[config.mk]
export PLATFORM = sky130hd
export DESIGN_NAME = fir_seq_ctrl
export DESIGN_NICKNAME = d
export VERILOG_FILES = /design/src/rtl/fir_seq_ctrl.sv
export SDC_FILE = /design/constraint.sdc
export NUM_CORES = 1
export LEC_CHECK = 0
export BUFFER_PORTS_ARGS = -buffer_cell sky130_fd_sc_hd__buf_2
export CORE_UTILIZATION = 59
export CTS_CLUSTER_DIAMETER = 30
export DETAILED_ROUTE_END_ITERATION = 10
export PLACE_DENSITY = 0.93
export SLEW_MARGIN = 10
export SYNTH_ARGS = -nofsm -noshare
export SYNTH_HDL_FRONTEND = slang
export SYNTH_SLANG_ARGS = --single-unit
[constraint.sdc]
create_clock -name ACLK -period 3.75 [get_ports ACLK]
set_input_delay 0.75 -clock ACLK [delete_from_list [all_inputs] [get_ports ACLK]]
set_output_delay 0.75 -clock ACLK [all_outputs]
set_load 0.05 [all_outputs]
[src/rtl/fir_seq_ctrl.sv]
// fir_seq_ctrl: FIR engine sequencer (ap handshake, sample count,
// circular data-buffer and tap addressing, MAC and stream control).
// Ports: ACLK/ARESET (sync, active-low); ap_start, data_length,
// ap_idle, ap_done; ss_valid/ss_ready input stream; data_we,
// data_zero, data_a, tap_a BRAM control; mac_en, mac_clr MAC control;
// y_valid, sm_ready, y_last result stream.
module fir_seq_ctrl #(
  parameter int NUM_TAPS   = 11,
  parameter int ADDR_WIDTH = 12
) (
  input  logic                  ACLK,
  input  logic                  ARESET,
  input  logic                  ap_start,
  input  logic [31:0]           data_length,
  output logic                  ap_idle,
  output logic                  ap_done,
  input  logic                  ss_valid,
  output logic                  ss_ready,
  output logic                  data_we,
  output logic                  data_zero,
  output logic [ADDR_WIDTH-1:0] data_a,
  output logic [ADDR_WIDTH-1:0] tap_a,
  output logic                  mac_en,
  output logic                  mac_clr,
  output logic                  y_valid,
  input  logic                  sm_ready,
  output logic                  y_last
);

  localparam int IW =
    (NUM_TAPS > 2) ? $clog2(NUM_TAPS) : 1;
  localparam logic [IW-1:0] LAST =
    IW'(NUM_TAPS - 1);

  typedef enum logic [2:0] {
    IDLE,
    CLEAR,
    WAIT_IN,
    MAC,
    DRAIN,
    OUT,
    DONE
  } state_t;

  state_t        state;
  logic [IW-1:0] idx;
  logic [IW-1:0] hp;
  logic [IW-1:0] rd;
  logic [31:0]   len;
  logic [31:0]   cnt;
  logic [31:0]   cnt_nx;

  function automatic logic [ADDR_WIDTH-1:0]
    baddr(input logic [IW-1:0] i);
    return ADDR_WIDTH'({i, 2'b00});
  endfunction

  assign cnt_nx = cnt + 32'd1;

  always_ff @(posedge ACLK) begin
    if (!ARESET) begin
      state   <= IDLE;
      idx     <= '0;
      hp      <= '0;
      rd      <= '0;
      len     <= '0;
      cnt     <= '0;
      ap_idle <= 1'b1;
      ap_done <= 1'b0;
      mac_en  <= 1'b0;
      mac_clr <= 1'b0;
    end else begin
      // Issue strobe delayed one cycle for the BRAM read latency.
      mac_en  <= (state == MAC);
      mac_clr <= (state == MAC) && (idx == '0);
      unique case (state)
        IDLE: begin
          if (ap_start) begin
            len     <= data_length;
            cnt     <= '0;
            hp      <= '0;
            idx     <= '0;
            ap_done <= 1'b0;
            ap_idle <= 1'b0;
            state   <= CLEAR;
          end
        end
        CLEAR: begin
          if (idx == LAST) begin
            idx   <= '0;
            state <= (len == '0) ? DONE : WAIT_IN;
          end else begin
            idx <= idx + IW'(1);
          end
        end
        WAIT_IN: begin
          if (ss_valid) begin
            idx   <= '0;
            rd    <= hp;
            state <= MAC;
          end
        end
        MAC: begin
          // Walk backwards from the newest sample, wrapping below 0.
          rd <= (rd == '0) ? LAST : rd - IW'(1);
          if (idx == LAST) begin
            idx   <= '0;
            state <= DRAIN;
          end else begin
            idx <= idx + IW'(1);
          end
        end
        DRAIN: begin
          state <= OUT;
        end
        OUT: begin
          if (sm_ready) begin
            cnt   <= cnt_nx;
            hp    <= (hp == LAST) ? '0 : hp + IW'(1);
            state <= (cnt_nx == len) ? DONE : WAIT_IN;
          end
        end
        DONE: begin
          ap_done <= 1'b1;
          ap_idle <= 1'b1;
          state   <= IDLE;
        end
        default: begin
          state <= IDLE;
        end
      endcase
    end
  end

  assign ss_ready  = (state == WAIT_IN);
  assign data_zero = (state == CLEAR);
  assign data_we   = (state == CLEAR) ||
                     ((state == WAIT_IN) && ss_valid);
  assign tap_a     = (state == MAC) ? baddr(idx) : '0;
  assign y_valid   = (state == OUT);
  assign y_last    = (state == OUT) && (cnt_nx == len);

  always_comb begin
    data_a = '0;
    unique case (1'b1)
      (state == CLEAR):   data_a = baddr(idx);
      (state == WAIT_IN): data_a = baddr(hp);
      (state == MAC):     data_a = baddr(rd);
      default:            data_a = '0;
    endcase
  end

endmodule

==> results.json <==
{
  "core_region_area_um2": 8720,
  "synth_area_um2": 5300,
  "yosys_most_used_dff": "sky130_fd_sc_hd__dfxtp_1",
  "post_synth_num_cell_types": 70,
  "detailedPlace.worstSlack_ns": 0.209,
  "ant_nets": 0,
  "setup_tns_ns": 0,
  "holdPathEnd": "len[1]",
  "synth.yosys.warnings": 0,
  "worstPathArrival_ns": 2.89,
  "final-hold-violation-count": 0,
  "ir_drop_mv": 0.218,
  "reg_to_reg_setup_timing_slack_ns": 1.09,
  "grt_setup_unrepaired": "false",
  "hold_path.startpoint": "len[1]",
  "fillers": 730,
  "routed_wirelength_mm": 15.3,
  "hold-path-cell-count": 2,
  "cp-start-kind": "register",
  "die-area_um2": 9370,
  "clkSlewWorstSetupHoldPaths_ns": 0.08,
  "num_antenna_cells": 0,
  "place_hpwl_mm": 11.1,
  "synth_instances": 722,
  "crit_required_ns": 3.00,
  "drv_slew": 0,
  "regToRegStartpoint": "state[1]",
  "power_density_cells_nw_per_um2": 369,
  "largest_net_degree_at_the_start_of_global_routing": 39,
  "final_critical_path_setup_slack_ns": 0.114,
  "total_routing_usage_reported_by_global_routing_pct": 32.7,
  "h_tree_level_count": 3,
  "multi_input_logic_area_um2": 3440,
  "place_congestion": 1.04,
  "run_status": "finished clean",
  "worst-r2r-cell-count": 8,
  "via_count": 5392,
  "synth-edff-count": 0,
  "max_slew.worst_pin.slew_ns": 0.711,
  "first_global_vias": 5144,
  "grt_overflow_total": 0,
  "p_total_mw": 2.21,
  "grt_antenna_before_repair": 0,
  "drt_iter0_markers": 408,
  "worstHoldPathType": "reg2reg",
  "die_height_um": 96.8,
  "drc_errors": 0,
  "report.final.setup_viol": 0,
  "ys_ff_latch": 83,
  "layout-area-overhead-vs-synth_pct": 12.8,
  "initial_core_util_pct": 60.8,
  "chip_width_um": 96.8,
  "static_leakage_nw": 2.34,
  "route.detailed.vias_per_inst": 6.15,
  "tritoncts": "built",
  "seq_area_um2": 1680,
  "first_pass_iters": 5,
  "synth.avg_cell_area_um2": 7.35,
  "clock_sink_count": 83,
  "cts_made_buffers": 9,
  "headroom_to_the_max_slew_limit_pct": 52.6,
  "reg2reg_to": "hp[3]",
  "number_of_buffers_between_clock_root_and_the_deepest_sink": 2,
  "grt_pass1_wl_mm": 24.9,
  "ioPinCount": 70,
  "critical_path_peak_fanout": 7,
  "seq_area_frac_synth_pct": 31.3,
  "final_net_count": 811,
  "post_drt_wl_per_cell_um": 17.5,
  "synth-async-reset-ratio_pct": 0,
  "max_cap_viol_count": 0,
  "place.port_buffers": 53,
  "crit_type": "reg2out",
  "final_critical_period_ns": 3.64,
  "clock-root-buffer": "sky130_fd_sc_hd__clkbuf_8",
  "post_route_cells_drive_above_1_share_pct": 18.3,
  "min_period_over_period_pct": 97.0,
  "clkLatencyLatePin_ns": 0.36,
  "max_frequency_mhz": 275,
  "timing.critical_path.to_type": "primary output",
  "timing.critical_path.from": "cnt[5]",
  "placement_rows": 34,
  "clock-skew-final_ns": 0.0108
}
## cell usage after synthesis (all sizes together), types with 2 or more instances
cell type  number  area, um2
a2111oi         2       23.8
a211oi          5       37.5
a21boi          3       22.5
a21oi          73        365
a22oi           8       60.1
a31o            2       17.5
a31oi           3       18.8
and2            9       56.3
and3           10       62.6
and3b           2       17.5
and4            8       72.6
buf            23        156
clkbuf         41        154
dfxtp          83       1660
ha              8        100
inv            10       37.5
mux2            3       33.8
mux2i           2       20.0
nand2         114        435
nand2b          2       12.5
nand3          25        130
nand3b          7       52.6
nand4          23        159
nor2           63        236
nor2b          15       93.8
nor3           23        115
nor4           19        125
o2111ai         5       43.8
o211ai          2       15.0
o21a            2       15.0
o21ai          37        185
o311ai          2       17.5
o31a            2       17.5
o31ai           3       22.5
or2             2       12.5
or3             8       62.6
or4             4       30.0
xnor2          32        280
xor2           19        166
## cell usage in the layout (no fill, tap or decap), types with 19 or more instances in the layout
| cell type | count |
|---|---|
| sky130_fd_sc_hd__a21oi_1 | 73 |
| sky130_fd_sc_hd__buf_2 | 52 |
| sky130_fd_sc_hd__buf_4 | 29 |
| sky130_fd_sc_hd__dfxtp_1 | 71 |
| sky130_fd_sc_hd__nand2_1 | 112 |
| sky130_fd_sc_hd__nand3_1 | 23 |
| sky130_fd_sc_hd__nand4_1 | 22 |
| sky130_fd_sc_hd__nor2_1 | 62 |
| sky130_fd_sc_hd__nor3_1 | 21 |
| sky130_fd_sc_hd__o21ai_0 | 33 |
| sky130_fd_sc_hd__xnor2_1 | 32 |
| sky130_fd_sc_hd__xor2_1 | 19 |
## power breakdown
part           internal (mW)  switching [mW]  total (mW)
combinational          0.176           0.341       0.517
clock                  0.371           0.331       0.702
sequential             0.927          0.0608       0.988
## state kept, by name, indices dropped and copies added, names as in the netlist
name and cells:
rd 4, mac_clr 1, hp 4, len 32, cnt 32, idx 4, state 3, ap_done 1
ap_idle 1, mac_en 1
## final cells by class
type	instances	share of cell area [%]
flip-flops and latches	83	28.1
repair buffers	82	8.17
multi-input cells	580	57.5
well taps	108	2.26
clock buffers	10	2.13
clock inverters	4	1.28
inverters	10	0.627
## cells by family after synthesis
family | after synthesis | share of synthesized area, %
AND/OR/NAND/NOR | 340 | 32.6
AO/OA/AOI/OAI | 160 | 18.1
flip-flops | 83 | 31.3
buffers and inverters | 74 | 6.56
XOR/XNOR | 51 | 8.42
adder cells (fa/ha/maj) | 8 | 1.89
multiplexers | 5 | 1.01
other | 1 | 0.0707
## per-stage QoR
| stage | instances | utilization (%) | hold WS [ns] | cell area (um2) |
|---|---|---|---|---|
| 3_5_place_dp | 859 | 64.8 | 0.479 | 5660 |
| 5_1_grt | 877 | 68.6 | 0.514 | 5980 |
| 3_3_place_gp | 859 | 64.8 | 0.471 | 5660 |
| 6_report | 877 | 68.6 | 0.490 | 5980 |
| 4_1_cts | 874 | 67.6 | 0.491 | 5890 |
| 2_1_floorplan | 737 | - | 0.460 | 5380 |
## how the worst max path moves through the flow
| stage | end | slack (ns) | depth (start not counted) |
|---|---|---|---|
| 6_report | y_last | 0.11 | 8 |
| 5_1_grt | y_last | 0.006 | 9 |
| 4_1_cts | y_last | 0.003 | 8 |
| 3_5_place_dp | y_last | 0.21 | 8 |
| 3_3_place_gp | y_last | 0.30 | 8 |
| 2_1_floorplan | y_last | 0.27 | 8 |
## per-layer routing
layer / vias up / track usage (%) / routed length (um)
li1: 2616 / - / -
met1: 2493 / 39.0 / 6390
met2: 246 / 57.2 / 7410
met3: 37 / 6.07 / 1030
met4: 0 / 13.8 / 495
met5: - / 0 / 0
## worst max-delay path: stages (launching register included)
cell and delay [ns]:
sky130_fd_sc_hd__dfxtp_2 0.40, sky130_fd_sc_hd__nand3_2 0.17, sky130_fd_sc_hd__or3_4 0.45, sky130_fd_sc_hd__or4_4 0.43, sky130_fd_sc_hd__or3_4 0.41, sky130_fd_sc_hd__nand2_2 0.08
sky130_fd_sc_hd__o21ai_2 0.06, sky130_fd_sc_hd__nor4_4 0.31, sky130_fd_sc_hd__buf_6 0.20
## what timing repair did
action | 4_1_cts | 5_1_grt
gates resized for setup | 10 | 20
pin swaps | 1 | 3
buffers inserted | 1 | 3
endpoints found under the hold margin | 0 | 0
setup endpoints to repair | 1 | 1
hold buffers | 0 | 0
Power figures use the tool's default switching activity.
